--- config.mk ---
export PLATFORM = sky130hd
export DESIGN_NAME = mem_access_unit
export DESIGN_NICKNAME = d
export VERILOG_FILES = /design/src/rtl/mem_access_pkg.sv /design/src/rtl/load_align.sv /design/src/rtl/mem_access_unit.sv
export SDC_FILE = /design/constraint.sdc
export NUM_CORES = 1
export LEC_CHECK = 0
export CAP_MARGIN = 20
export CORE_AREA = 8 8 178 112
export DETAILED_ROUTE_END_ITERATION = 16
export DIE_AREA = 0 0 186 120
export PLACE_DENSITY = 0.8
export SYNTH_ARGS = -nofsm -noshare
export SYNTH_HDL_FRONTEND = slang
export SYNTH_SLANG_ARGS = --single-unit
--- constraint.sdc ---
create_clock -name clock -period 4 [get_ports clock]
set_input_delay 1.2 -clock clock [delete_from_list [all_inputs] [get_ports clock]]
set_output_delay 1.2 -clock clock [all_outputs]
set_load 0.1 [all_outputs]
--- src/rtl/mem_access_pkg.sv ---
// Shared encodings and alignment helpers for the memory access unit.
package mem_access_pkg;

  typedef enum logic [1:0] {
    SZ_BYTE = 2'd0,
    SZ_HALF = 2'd1,
    SZ_UNAL = 2'd2,
    SZ_WORD = 2'd3
  } size_e;

  typedef enum logic [2:0] {
    IDLE = 3'd0,
    RD0  = 3'd1,
    RD1  = 3'd2,
    WR   = 3'd3,
    RESP = 3'd4
  } state_e;

  function automatic logic is_aligned(input size_e size, input logic [1:0] offset);
    case (size)
      SZ_HALF: return ~offset[0];
      SZ_WORD: return offset == 2'b00;
      default: return 1'b1;
    endcase
  endfunction

  // Loads for which the requested bytes straddle two memory words.
  function automatic logic crosses_word(input size_e size, input logic [1:0] offset);
    case (size)
      SZ_HALF: return offset == 2'b11;
      SZ_WORD: return offset != 2'b00;
      default: return 1'b0;
    endcase
  endfunction

endpackage

--- src/rtl/load_align.sv ---
// Selects the addressed bytes from one or two little-endian words and extends them.
module load_align
  import mem_access_pkg::*;
(
  input  logic [31:0] lo_word_i,
  input  logic [31:0] hi_word_i,
  input  logic [1:0]  offset_i,
  input  size_e       size_i,
  input  logic        sign_i,
  output logic [31:0] data_o
);

  logic [63:0] pair;
  logic [31:0] shifted;

  always_comb begin
    pair    = {hi_word_i, lo_word_i};
    shifted = pair[{offset_i, 3'b000} +: 32];
    case (size_i)
      SZ_BYTE: data_o = {{24{sign_i & shifted[7]}}, shifted[7:0]};
      SZ_HALF: data_o = {{16{sign_i & shifted[15]}}, shifted[15:0]};
      default: data_o = shifted;
    endcase
  end

endmodule

--- src/rtl/mem_access_unit.sv ---
// Load/store unit: misaligned loads become one or two word reads, misaligned
// stores become a run of byte writes; illegal or rejected accesses answer with an error.
module mem_access_unit
  import mem_access_pkg::*;
#(
  parameter bit UNALIGNED_EN = 1'b1
) (
  input  logic        clock,
  input  logic        reset,
  input  logic        req_valid,
  output logic        req_ready,
  input  logic        req_we,
  input  logic [31:0] req_addr,
  input  logic [31:0] req_wdata,
  input  logic        req_signed,
  input  logic [1:0]  req_size,
  output logic        resp_valid,
  output logic [31:0] resp_rdata,
  output logic        resp_err,
  output logic [31:0] mem_addr,
  output logic [31:0] mem_wdata,
  output logic [1:0]  mem_size,
  output logic        mem_we,
  output logic        mem_re,
  input  logic [31:0] mem_rdata
);

  state_e      state_q, state_d;
  size_e       size_q, size_d;
  logic        we_q, we_d;
  logic        sign_q, sign_d;
  logic [31:0] addr_q, addr_d;
  logic [31:0] wdata_q, wdata_d;
  logic [1:0]  cnt_q, cnt_d;
  logic [31:0] word0_q, word0_d;
  logic [31:0] rdata_q, rdata_d;
  logic        err_q, err_d;

  logic        aligned, crossing, reject;
  logic [1:0]  last_cnt;
  logic [31:0] word_addr, lo_word, load_data;

  assign aligned   = is_aligned(size_q, addr_q[1:0]);
  assign crossing  = crosses_word(size_q, addr_q[1:0]);
  assign last_cnt  = (size_q == SZ_WORD) ? 2'd3 : 2'd1;
  assign word_addr = {addr_q[31:2], 2'b00};
  assign lo_word   = (state_q == RD1) ? word0_q : mem_rdata;
  assign reject    = (size_e'(req_size) == SZ_UNAL) ||
                     (!UNALIGNED_EN && !is_aligned(size_e'(req_size), req_addr[1:0]));

  load_align u_load_align (
    .lo_word_i (lo_word),
    .hi_word_i (mem_rdata),
    .offset_i  (addr_q[1:0]),
    .size_i    (size_q),
    .sign_i    (sign_q),
    .data_o    (load_data)
  );

  // NOTE: sequential state uses non-blocking assignments so every register sees pre-edge values.
  always_ff @(posedge clock) begin
    if (!reset) begin
      state_q <= IDLE;
      size_q  <= SZ_BYTE;
      we_q    <= 1'b0;
      sign_q  <= 1'b0;
      addr_q  <= '0;
      wdata_q <= '0;
      cnt_q   <= '0;
      word0_q <= '0;
      rdata_q <= '0;
      err_q   <= 1'b0;
    end else begin
      state_q <= state_d;
      size_q  <= size_d;
      we_q    <= we_d;
      sign_q  <= sign_d;
      addr_q  <= addr_d;
      wdata_q <= wdata_d;
      cnt_q   <= cnt_d;
      word0_q <= word0_d;
      rdata_q <= rdata_d;
      err_q   <= err_d;
    end
  end

  // NOTE: every _d starts at its _q, so no branch leaves a signal unassigned and no latch appears.
  always_comb begin
    state_d = state_q;
    size_d  = size_q;
    we_d    = we_q;
    sign_d  = sign_q;
    addr_d  = addr_q;
    wdata_d = wdata_q;
    cnt_d   = cnt_q;
    word0_d = word0_q;
    rdata_d = rdata_q;
    err_d   = err_q;
    case (state_q)
      IDLE: begin
        if (req_valid) begin
          size_d  = size_e'(req_size);
          we_d    = req_we;
          sign_d  = req_signed;
          addr_d  = req_addr;
          wdata_d = req_wdata;
          cnt_d   = 2'd0;
          if (reject) begin
            state_d = RESP;
            rdata_d = '0;
            err_d   = 1'b1;
          end else begin
            state_d = req_we ? WR : RD0;
          end
        end
      end
      RD0: begin
        if (crossing) begin
          word0_d = mem_rdata;
          state_d = RD1;
        end else begin
          rdata_d = load_data;
          err_d   = 1'b0;
          state_d = RESP;
        end
      end
      RD1: begin
        rdata_d = load_data;
        err_d   = 1'b0;
        state_d = RESP;
      end
      WR: begin
        if (aligned || cnt_q == last_cnt) begin
          rdata_d = '0;
          err_d   = 1'b0;
          state_d = RESP;
        end else begin
          cnt_d = cnt_q + 2'd1;
        end
      end
      RESP:    state_d = IDLE;
      default: state_d = IDLE;
    endcase
  end

  // Outputs are forced to zero while reset is low, even before the state register clears.
  always_comb begin
    req_ready  = 1'b0;
    resp_valid = 1'b0;
    resp_rdata = '0;
    resp_err   = 1'b0;
    mem_addr   = '0;
    mem_wdata  = '0;
    mem_size   = SZ_BYTE;
    mem_we     = 1'b0;
    mem_re     = 1'b0;
    if (reset) begin
      req_ready  = (state_q == IDLE);
      resp_valid = (state_q == RESP);
      resp_rdata = rdata_q;
      resp_err   = err_q;
      case (state_q)
        RD0: begin
          mem_addr = word_addr;
          mem_size = SZ_WORD;
          mem_re   = 1'b1;
        end
        RD1: begin
          mem_addr = word_addr + 32'd4;
          mem_size = SZ_WORD;
          mem_re   = 1'b1;
        end
        WR: begin
          mem_we = 1'b1;
          if (aligned) begin
            mem_addr  = addr_q;
            mem_size  = size_q;
            mem_wdata = wdata_q;
          end else begin
            mem_addr  = addr_q + {30'd0, cnt_q};
            mem_size  = SZ_BYTE;
            mem_wdata = {24'd0, wdata_q[{cnt_q, 3'b000} +: 8]};
          end
        end
        default: ;
      endcase
    end
  end

endmodule

==> results of run 1 <==
==> cells in the final DEF (no fill, tap or decap), types with 8 or more instances in the layout <==
cell type,count
o2111ai_1,9
a21boi_0,8
a22oi_1,8
and2_1,59
nand3_1,24
a211o_1,8
a31oi_1,8
nor2_1,50
o21ai_0,44
nand4_1,13
nand2_1,256
mux4_2,22
dfxtp_1,134
nor3_1,29
buf_12,104
clkbuf_16,17
and3_1,8
buf_4,67
mux2i_1,29
a21oi_1,131
o2bb2ai_1,8
inv_1,20
clkdlybuf4s50_1,101
mux2_2,20
o41ai_1,8
nor2_2,14
o211ai_1,12
==> state kept, by name (all words and copies together) (netlist names), 2 cells and up <==
name	count
size_q	2
state_q	3
wdata_q	32
word0_q	32
rdata_q	32
cnt_q	2
addr_q	32
==> final cells by class <==
class / count / area (um^2)
Timing Repair Buffer: 274 / 3620
Inverter: 24 / 93.8
Sequential cell: 137 / 2750
Fill cell: 1308 / 4490
Clock inverter: 14 / 185
Antenna cell: 1 / 2.50
Multi-Input combinational cell: 888 / 5630
Clock buffer: 18 / 429
Tap cell: 240 / 300
==> per-stage QoR <==
step           worst slack (ns)  power [mW]  cells  TNS (ns)
3_5_place_dp             -0.225        2.72   1561    -0.703
3_3_place_gp             -0.217        2.70   1561    -0.441
2_1_floorplan            -0.690        2.26   1147     -8.02
6_report                 0.0590        4.42   1596         0
5_1_grt                  0.0107        4.56   1596         0
4_1_cts                  0.0113        4.40   1593         0
==> worst max path at each step <==
stage                              end
after global placement    mem_addr[25]
final                     mem_addr[22]
after floorplan           mem_addr[10]
after CTS                 mem_addr[29]
after detailed placement  mem_addr[25]
after global routing      mem_addr[29]
==> worst max-delay path: cells and delay by family (launching register included) <==
| kind | cells | cell delay, ns |
|---|---|---|
| compound gates | 3 | 0.59 |
| flops | 1 | 0.38 |
| simple gates | 2 | 0.81 |
| fa+ha+maj | 1 | 0.22 |
| buf+inv | 2 | 0.31 |
==> power by group through the flow <==
stage	logic, mW	clock network [mW]	registers [mW]
CTS	1.16	1.70	1.54
global placement	1.13	0	1.57
finish	1.19	1.69	1.54
detailed placement	1.15	0	1.57
global route	1.25	1.76	1.55
floorplan	0.737	0	1.52
==> routing by layer <==
layer	GRT usage (%)	part of all wire [%]
met5	0	0
met1	41.4	42
met4	5.53	1.3
met2	42.7	42
met3	13.7	15
==> kinds of logic (layout without fill, tap and decap cells) <==
family                     count (synthesis)  count (layout)
xor gates and xnor gates                   4               4
AOI/OAI and AO/OA                        296             296
adders and majority gates                  4               4
buffers and inverters                    122             330
DFF                                      137             137
other                                      0               1
and+or+nand+nor                          513             513
muxes                                     71              71
==> timing repair <==
item,in CTS,in global routing
pin swaps,3,2
setup buffers,0,1
cloned,0,0
gates resized for setup,11,8
hold buffers,0,0
setup endpoints to repair,37,16
==> impl_metrics.tcl, run 1 <==
set metrics [dict create \
    outcome "finished clean" \
    cpMaxStageDelayCell "or4_4" \
    pwr-share-clk_pct 38.3 \
    p_int_mw 2.90 \
    htreeDepth 4 \
    wl_per_cell_um 21.6 \
    grt_pass1_vias 9180 \
    drc_errors 0 \
    first_pass_iters 5 \
    ys_types 77 \
    io_pins 206 \
    comb_power_share_pct 26.8 \
    yosysTopAreaCell "dfxtp_1" \
    path_max_fanout 7 \
    start_kind "flop" \
    fin_crit_sh_pct 98.5 \
    cts_buffer_depth 2 \
    grt-ovfl-total 0 \
    synthTopCellsByArea "dfxtp_1 (32%), nand2_1 (11%), a21oi_1 (7.7%)" \
    viasPerCell 6.12 \
    synth_top_family_by_area "simple AND/OR/NAND/NOR gates" \
    synth_top_area_share_pct 31.7 \
    clock_latency_ns 0.43 \
    cp-startpoint "addr_q[3]" \
    cellPowerDensity_nw_per_um2 340 \
    netSwitchingPower_mw 1.51 \
    io_buffers 205 \
    synth.most_common_cell "nand2_1" \
    placed_cell_area_um2 12300 \
    finalMaxSlewViolations 0 \
    syn_to_final_growth_pct 50.5 \
    synth_top_flop_cell "dfxtp_1" \
    ant_nets 0 \
    synthesis.nets 1254 \
    dp_hpwl_um 25700 \
    min_to "word0_q[10]" \
    syn_inst 1147 \
    whs_ns 0.452 \
    fin_nets 1449 \
    ir_worst_vdd_mv 0.293 \
    synth_seq_cells 137 \
    arrival_ns 2.74 \
    p_sw_share_pct 34.3 \
    worst_pin_slew_ns 1.16 \
    muxShareOfSynthArea_pct 11.7 \
    hold_path_depth 2 \
    grt_max_degree 104 \
    synth_compound_area_share_pct 21.4 \
    die-area_um2 22300 \
    num_rows 38 \
    antenna_found_initial 1 \
    drive_above_1_share_pct 23.4 \
    hold_viol_final 0 \
    ys_warn_count 0 \
    synth-edff-count 0 \
    gp_congestion 0.942 \
    synth_fa_ha_area_share_pct 0.666 \
    setup_violations 0 \
    syn_area_um2 8640 \
    cp.required_ns 2.80 \
    hold_path.class "reg -> reg" \
    r2r_cells 6 \
    ff2ff_setup_slack_ns 0.83 \
    die_w_um 186 \
    slowest_delay_ns 0.55 \
    timing.rr.start "state_q[0]" \
    clk_pin_slew_ns 0.06 \
    sequentialPowerShare_pct 34.9 \
    num_vias 9771 \
    grtUsageTotal_pct 30.1 \
    synthSimpleGateAreaFrac_pct 28.1 \
    max_freq_mhz 254 \
    die_y_um 120 \
    path_cells "ha_1 > nand4_1 > or4_4 > o31a_1 > o21ai_0 > a21oi_1 > buf_4 > buf_12" \
    worst_setup_path_end_kind "primary output" \
    maxCapViolCount 0 \
    initial_utilization_pct 49.4 \
    drtIter0Drc 1254 \
    critPathKind "reg -> out" \
    relSlewSlack_pct 21.6 \
    wl_um 34500 \
    tritoncts "done" \
    synth_xor_area_share_pct 0.405 \
    ys_seq_area_share_pct 31.7 \
    cts_made_buffers 17 \
    grt_pass1_wl_um 53000 \
    cts_root_buffer "clkbuf_16" \
    cts_sinks 137 \
    fin_skew_ns 0.0111 \
    finalCriticalPeriod_ns 3.94 \
    timing.rr.end "rdata_q[29]" \
    synthTopCellsByCount "nand2_1 (258), dfxtp_1 (137), a21oi_1 (133), clkbuf_1 (72), nor2_1 (64)" \
    core_area_um2 17500 \
    rsz0062_at_grt "no" \
    syn_avg_cell_area_um2 7.53 \
    synthArstFlopShare_pct 0 \
    utilization_pct 74.3 \
    stdcell_area_um2 13000 \
    hold_start "word0_q[10]" \
    p_leak_nw 4.86 \
]
Note: power is estimated with default switching activity, not from simulation.
==> inputs of run 2 (changes only) <==
Settings changed: CAP_MARGIN 20 to not set, SLEW_MARGIN set to 20.
==> run 2 against run 1 <==
Clock-buffer cell count unchanged. Maximum frequency shrank 0.41%. Cell area is 0.18% higher. Hold slack gained 0.0019 ns. Non-clock buffer count unchanged. Clock power hardly changed. Combinational power about the same. Die area stayed put. Global-route usage stayed put. Via count down 0.51%. Total power barely moved. Flip-flop and latch count stayed put. Largest power group unchanged.
==> impl_metrics.tcl, run 2 (synthesis results as in run 1) <==
set metrics [dict create \
    num_rows 38 \
    critPathKind "reg -> out" \
    drive_above_1_share_pct 23.5 \
    power.total_mw 4.42 \
    utilization_pct 74.5 \
    clk_pin_slew_ns 0.07 \
    die_y_um 120 \
    comb_power_share_pct 26.9 \
    io_buffers 205 \
    cts_made_buffers 17 \
    grt_pass1_vias 9180 \
    arrival_ns 2.76 \
    cp_top_family "simple AND/OR/NAND/NOR gates" \
    fin_skew_ns 0.00901 \
    num_vias 9721 \
    ir_worst_vdd_mv 0.284 \
    max_freq_mhz 253 \
    rsz0062_at_grt "no" \
    timing.rr.start "state_q[0]" \
    cts_buffer_depth 2 \
    initial_utilization_pct 49.4 \
    ff_latch_area_um2 2750 \
    viasPerCell 6.09 \
    tritoncts "done" \
    clock_latency_ns 0.43 \
    wl_per_cell_um 21.7 \
    die-area_um2 22300 \
    cts_root_buffer "clkbuf_16" \
    multi_input_area_um2 5630 \
    endpoint "mem_addr[22]" \
    core_area_um2 17500 \
    stdcell_count 1596 \
    hold_start "word0_q[10]" \
    fill_cells 1296 \
    cellPowerDensity_nw_per_um2 339 \
    p_sw_share_pct 34.3 \
    hold_path.class "reg -> reg" \
    die_w_um 186 \
    worst-path-stages 8 \
    final_cell_mix "nand2_1 (256), dfxtp_1 (134), a21oi_1 (130)" \
    gp_congestion 0.942 \
    first_pass_iters 5 \
    drtIter0Drc 1435 \
    htreeDepth 4 \
    start_kind "flop" \
    grt_pass1_wl_um 53000 \
    worst_pin_slew_ns 1.09 \
    dp_hpwl_um 25700 \
    antenna_found_initial 1 \
    path_max_fanout 7 \
    final_common_cell "nand2_1" \
    whs_ns 0.454 \
    cp-startpoint "addr_q[3]" \
    hold_viol_final 0 \
    p_int_mw 2.91 \
    syn_to_final_growth_pct 50.8 \
    cpMaxStageDelayCell "or4_4" \
    setup_tns_ns 0 \
    netSwitchingPower_mw 1.52 \
    worst_setup_path_end_kind "primary output" \
    ff2ff_setup_slack_ns 0.86 \
    cts_sinks 137 \
    p_leak_nw 4.87 \
    grt_max_degree 104 \
    io_pins 206 \
    finalCriticalPeriod_ns 3.96 \
    maxCapViolCount 0 \
    dp_cells 1561 \
    timing.rr.end "rdata_q[29]" \
    grtUsageTotal_pct 30.1 \
    relSlewSlack_pct 26.2 \
    critPathBufInv 2 \
    sequentialPowerShare_pct 34.9 \
    hold_path_depth 2 \
    cp.required_ns 2.80 \
    r2r_cells 6 \
    finalMaxSlewViolations 0 \
    grt-ovfl-total 0 \
    pwr-share-clk_pct 38.2 \
    wl_um 34600 \
    ant_nets 0 \
    fin_crit_sh_pct 98.9 \
    drc_errors 0 \
    path_cells "ha_1 > nand4_1 > or4_4 > o31a_1 > o21ai_0 > a21oi_1 > buf_4 > buf_12" \
    slowest_delay_ns 0.55 \
    setup_violations 0 \
    outcome "finished clean" \
    fin_nets 1449 \
]
[run 2: cell count changes in the layout (fill, tap and decap cells not counted)]
cell,before,now
a21oi_1,131,130
a21oi_2,2,3
buf_16,0,1
buf_4,67,66
[run 2: metrics by stage]
step           setup slack [ns]  instance area (um^2)
2_1_floorplan            -0.690                  8820
3_3_place_gp             -0.217                 12300
3_5_place_dp             -0.225                 12300
4_1_cts                  0.0113                 13000
5_1_grt                  0.0106                 13000
6_report                 0.0426                 13000
[run 2: how the worst min path moves through the flow]
stage / endpoint / slack (ns)
finish: word0_q[10] / 0.45
CTS: word0_q[21] / 0.46
global placement: word0_q[9] / 0.44
global route: word0_q[8] / 0.48
floorplan: word0_q[10] / 0.44
detailed placement: word0_q[21] / 0.45
[run 2: layout make-up]
class | count | area share, %
diodes | 1 | 0.0192
clock buffers | 18 | 3.29
flip-flops and latches | 137 | 21.1
clock inverters | 14 | 1.42
multi-input cells | 888 | 43.2
inverters | 24 | 0.720
well taps | 240 | 2.30
repair buffers | 274 | 27.9
[run 2: repair_timing]
action / CTS / global route
hold buffers: 0 / 0
endpoints found under the hold margin: 0 / 0
pin swaps: 3 / 2
setup endpoints to repair: 37 / 16
setup buffers: 0 / 1
gates resized for setup: 11 / 8
[run 2: metal layers]
layer / track usage, % / vias to the layer above / wire (um)
li1: - / 4464 / -
met3: 13.7 / 43 / 5040
met4: 5.53 / 0 / 450
met2: 42.7 / 582 / 14300
met1: 41.4 / 4632 / 14800
met5: 0 / - / 0
[run 2: worst min-delay path, cell delays in order (launching register included)]
cell and delay, ns:
dfxtp_1 0.31, nand2_1 0.05, a21oi_1 0.05
[run 2: power by group through the flow]
stage	clock network (mW)	logic (mW)	registers, mW
finish	1.69	1.19	1.54
global route	1.76	1.25	1.55
CTS	1.70	1.16	1.54
detailed placement	0	1.15	1.57
global placement	0	1.13	1.57
floorplan	0	0.737	1.52
==> patch 1: new RTL, flow settings as in run 2 <==
Reset style: asynchronous (`reset`), changed in one clocked block.
--- a/src/rtl/mem_access_unit.sv
+++ b/src/rtl/mem_access_unit.sv
@@ -58,7 +58,7 @@
   );
 
   // NOTE: sequential state uses non-blocking assignments so every register sees pre-edge values.
-  always_ff @(posedge clock) begin
+  always_ff @(posedge clock or negedge reset) begin
     if (!reset) begin
       state_q <= IDLE;
       size_q  <= SZ_BYTE;
Function: no difference found for any inputs over 4 cycles, from zero or initial values and one cycle with reset low; that may be too few to reach the edited logic, so the function may still have changed.
==> patch 1 against run 2 <==
Non-clock buffer count decreased by 18. Die area unchanged. First-iteration DRC count fell by 19%. Routed wire length fell by 9.1%. Hold slack better by 26 ps. Area after synthesis is 2.3% higher. Setup slack improved by 29 ps. Sequential cell count did not move. Final cell count is 17% lower. Final area is 1.3% higher.
Power is not compared: it rests on default switching activity, and its combinational part moved more than twofold at a synthesized area within 25%.
==> patch 1: results <==
INSERT INTO impl_metrics (metric_group, metric, value, unit) VALUES
('run_status', 'outcome', 'finished clean', ''),
('setup_path', 'critical_path_peak_fanout', '6', ''),
('grt', 'wire_length_of_the_first_global_routing_pass', '47.8', 'mm'),
('routing', 'vias', '8343', ''),
('grt', 'grt.total_usage', '27.9', '%'),
('timing', 'finClkSkew', '12.2', 'ps'),
('timing', 'tightest_slew', '813', 'ps'),
('synthesis', 'synthesis.nets', '984', ''),
('grt', 'met1_usage', '40.9', '%'),
('routing', 'avgViaCountPerCell', '6.26', ''),
('setup_path', 'ff2ff_setup_slack', '940', 'ps'),
('final_layout', 'final_layout_size_suffix_gt1_share', '35.8', '%'),
('placement', 'worst_slack_at_placement', '163', 'ps'),
('timing', 'finalCriticalPeriod', '3930', 'ps'),
('routing', 'first_pass_iters', '6', ''),
('routing', 'wl_met1', '13.6', 'mm'),
('min_path', 'worstHoldEndpoint', 'rdata_q[5]', ''),
('placement', 'gp_routability_congestion', '0.937', ''),
('grt', 'vias_in_the_first_global_route', '7848', ''),
('grt', 'groute.layer.met3.usage', '10.0', '%'),
('grt', 'largest_net_degree_at_the_start_of_global_routing', '113', ''),
('synthesis', 'ys_top_cells_by_count', 'sky130_fd_sc_hd__dfrtp_1, sky130_fd_sc_hd__mux2_2, sky130_fd_sc_hd__nand2_1', ''),
('grt', 'grt.met2_usage', '38.7', '%'),
('routing', 'wl_met2', '13.4', 'mm'),
('synthesis', 'seq_area_frac_synth', '38.8', '%'),
('synthesis', 'post_synth_xor_area_fraction', '0.495', '%');
==> patch 1: worst max path at each step <==
| stage | startpoint | depth (start not counted) | to |
|---|---|---|---|
| after global routing | addr_q[2] | 7 | mem_addr[30] |
| final | addr_q[2] | 8 | mem_addr[20] |
| after global placement | addr_q[2] | 6 | mem_addr[13] |
| after CTS | addr_q[6] | 6 | mem_addr[20] |
| after detailed placement | addr_q[2] | 6 | mem_addr[13] |
| after floorplan | addr_q[2] | 6 | mem_addr[30] |
==> patch 1: per-stage QoR <==
step | setup TNS, ps | total power [uW] | utilization [%]
floorplan | -12040 | 6090 | -
global placement | 0 | 7650 | 71.3
detailed placement | 0 | 7820 | 71.3
CTS | 0 | 9430 | 74.9
global route | -14.3 | 10000 | 75.4
finish | 0 | 9560 | 75.4
==> patch 1: cells by family after synthesis <==
kind of cell               Yosys count
DFF                                137
muxes                              150
xor gates and xnor gates             5
adders and majority gates            5
buffers and inverters               88
and+or+nand+nor                    300
AOI/OAI and AO/OA                  192
==> patch 1: worst register-to-register path, cell delays in order (launching register included) <==
cell	delay, ps
sky130_fd_sc_hd__dfrtp_2	420
sky130_fd_sc_hd__buf_4	360
sky130_fd_sc_hd__maj3_1	490
sky130_fd_sc_hd__a221oi_2	500
sky130_fd_sc_hd__o211ai_2	460
sky130_fd_sc_hd__a21oi_1	570
sky130_fd_sc_hd__a22o_1	200
==> patch 1: what timing repair did <==
action / 4_1_cts / 5_1_grt
gates resized for setup: 8 / 16
setup buffers: 1 / 4
cloned: 0 / 0
hold endpoints to repair: 0 / 0
setup endpoints to repair: 9 / 14
pin swaps: 2 / 4
==> patch 1: cell type report <==
type,instances,share of cell area (%)
sequential,137,26.0
tap,240,2.28
timing repair buffer,256,26.6
clock inverter,14,1.13
multi-input combinational,652,40.2
inverter,15,0.427
clock buffer,18,3.33
==> patch 2: new RTL, config.mk and constraints of run 2 <==
Without the edit above. Change the parameter `UNALIGNED_EN` from 1'b1 to 1'b0.
--- a/src/rtl/mem_access_unit.sv
+++ b/src/rtl/mem_access_unit.sv
@@ -3,7 +3,7 @@
 module mem_access_unit
   import mem_access_pkg::*;
 #(
-  parameter bit UNALIGNED_EN = 1'b1
+  parameter bit UNALIGNED_EN = 1'b0
 ) (
   input  logic        clock,
   input  logic        reset,
Check against the original RTL: not equivalent (a bounded check fails within 4 cycles, from zero or initial values and one cycle with reset low).
==> patch 2 against run 2 <==
Synthesized cell count shrank 9.8%. Via count fell by 9.7%. Die area unchanged. Register-to-register slack better by 130 ps. Combinational power decreased by 28%. Sequential share of layout area up 0.47 points. Sequential cell count did not move. Setup slack better by 29 ps. Routed wire length shrank 9.8%. Total power fell by 11%. Final area is 1.8% lower. Utilization fell by 1.4 points. Area after synthesis decreased by 0.39%. Largest cell class unchanged. Largest power group unchanged.
==> patch 2: results <==
INSERT INTO impl_metrics (metric_group, metric, value, unit) VALUES
('timing', 'finClkSkew', '11.1', 'ps'),
('setup_path', 'worst_setup_path_endpoint', 'mem_addr[31]', ''),
('final_layout', 'final.fill_count', '1271', ''),
('placement', 'gp_routability_congestion', '0.971', ''),
('routing', 'vias', '8777', ''),
('synthesis', 'yosys-mux-area-fraction', '17.8', '%'),
('run_status', 'outcome', 'finished clean', ''),
('clock_tree', 'cts_setup_buffers', '1', ''),
('setup_path', 'crit-reg2reg-launch', 'state_q[2]', ''),
('setup_path', 'crit_start', 'cnt_q[1]', ''),
('synthesis', 'seq_area_frac_synth', '31.9', '%'),
('placement', 'placed_cell_area', '12200', 'sq um'),
('placement', 'detailedPlacementHpwl', '23.0', 'mm'),
('final_layout', 'nMultiInputCombCells', '806', ''),
('final_layout', 'utilization', '73.1', '%'),
('final_layout', 'seq_cell_count', '137', ''),
('setup_path', 'timing.rr.end', 'rdata_q[15]', ''),
('power_and_ir_drop', 'powerClk', '1570', 'uW'),
('grt', 'grt.total_usage', '27.5', '%'),
('final_layout', 'number_of_cells_in_the_finished_layout_apart_from_fillers', '1472', ''),
('routing', 'drt_iter0_drc', '910', ''),
('final_layout', 'multi_input_comb_area', '5700', 'sq um'),
('synthesis', 'synthCells', '1035', ''),
('synthesis', 'synthesis.nets', '1142', ''),
('setup_path', 'ff2ff_setup_slack', '990', 'ps'),
('placement', 'worst_slack_at_placement', '214', 'ps'),
('setup_path', 'critical_path_peak_fanout', '13', '');
patch 2: changes by cell type in the layout (fill, tap and decap cells not counted), sizes merged, moves of 24 or more:
cell | run 2 | this run
nand2 | 259 | 227
a21oi | 134 | 36
buf | 171 | 147
nor2 | 65 | 26
o21ai | 50 | 22
a21boi | 8 | 70
nor2b | 6 | 37
mux2 | 20 | 52
patch 2: critical path: stages (launching register included):
cell and delay, ps:
sky130_fd_sc_hd__dfxtp_4 480, sky130_fd_sc_hd__ha_4 240, sky130_fd_sc_hd__a21oi_2 160, sky130_fd_sc_hd__or4_1 280, sky130_fd_sc_hd__nor4_1 80, sky130_fd_sc_hd__or4_1 480, sky130_fd_sc_hd__o211ai_1 370, sky130_fd_sc_hd__buf_12 230
patch 2: routing by layer:
layer,GRT usage [%],part of all wire [%]
met1,39.1,45
met2,37.9,41
met3,11.4,13
met4,5.98,1.4
met5,0,0.032
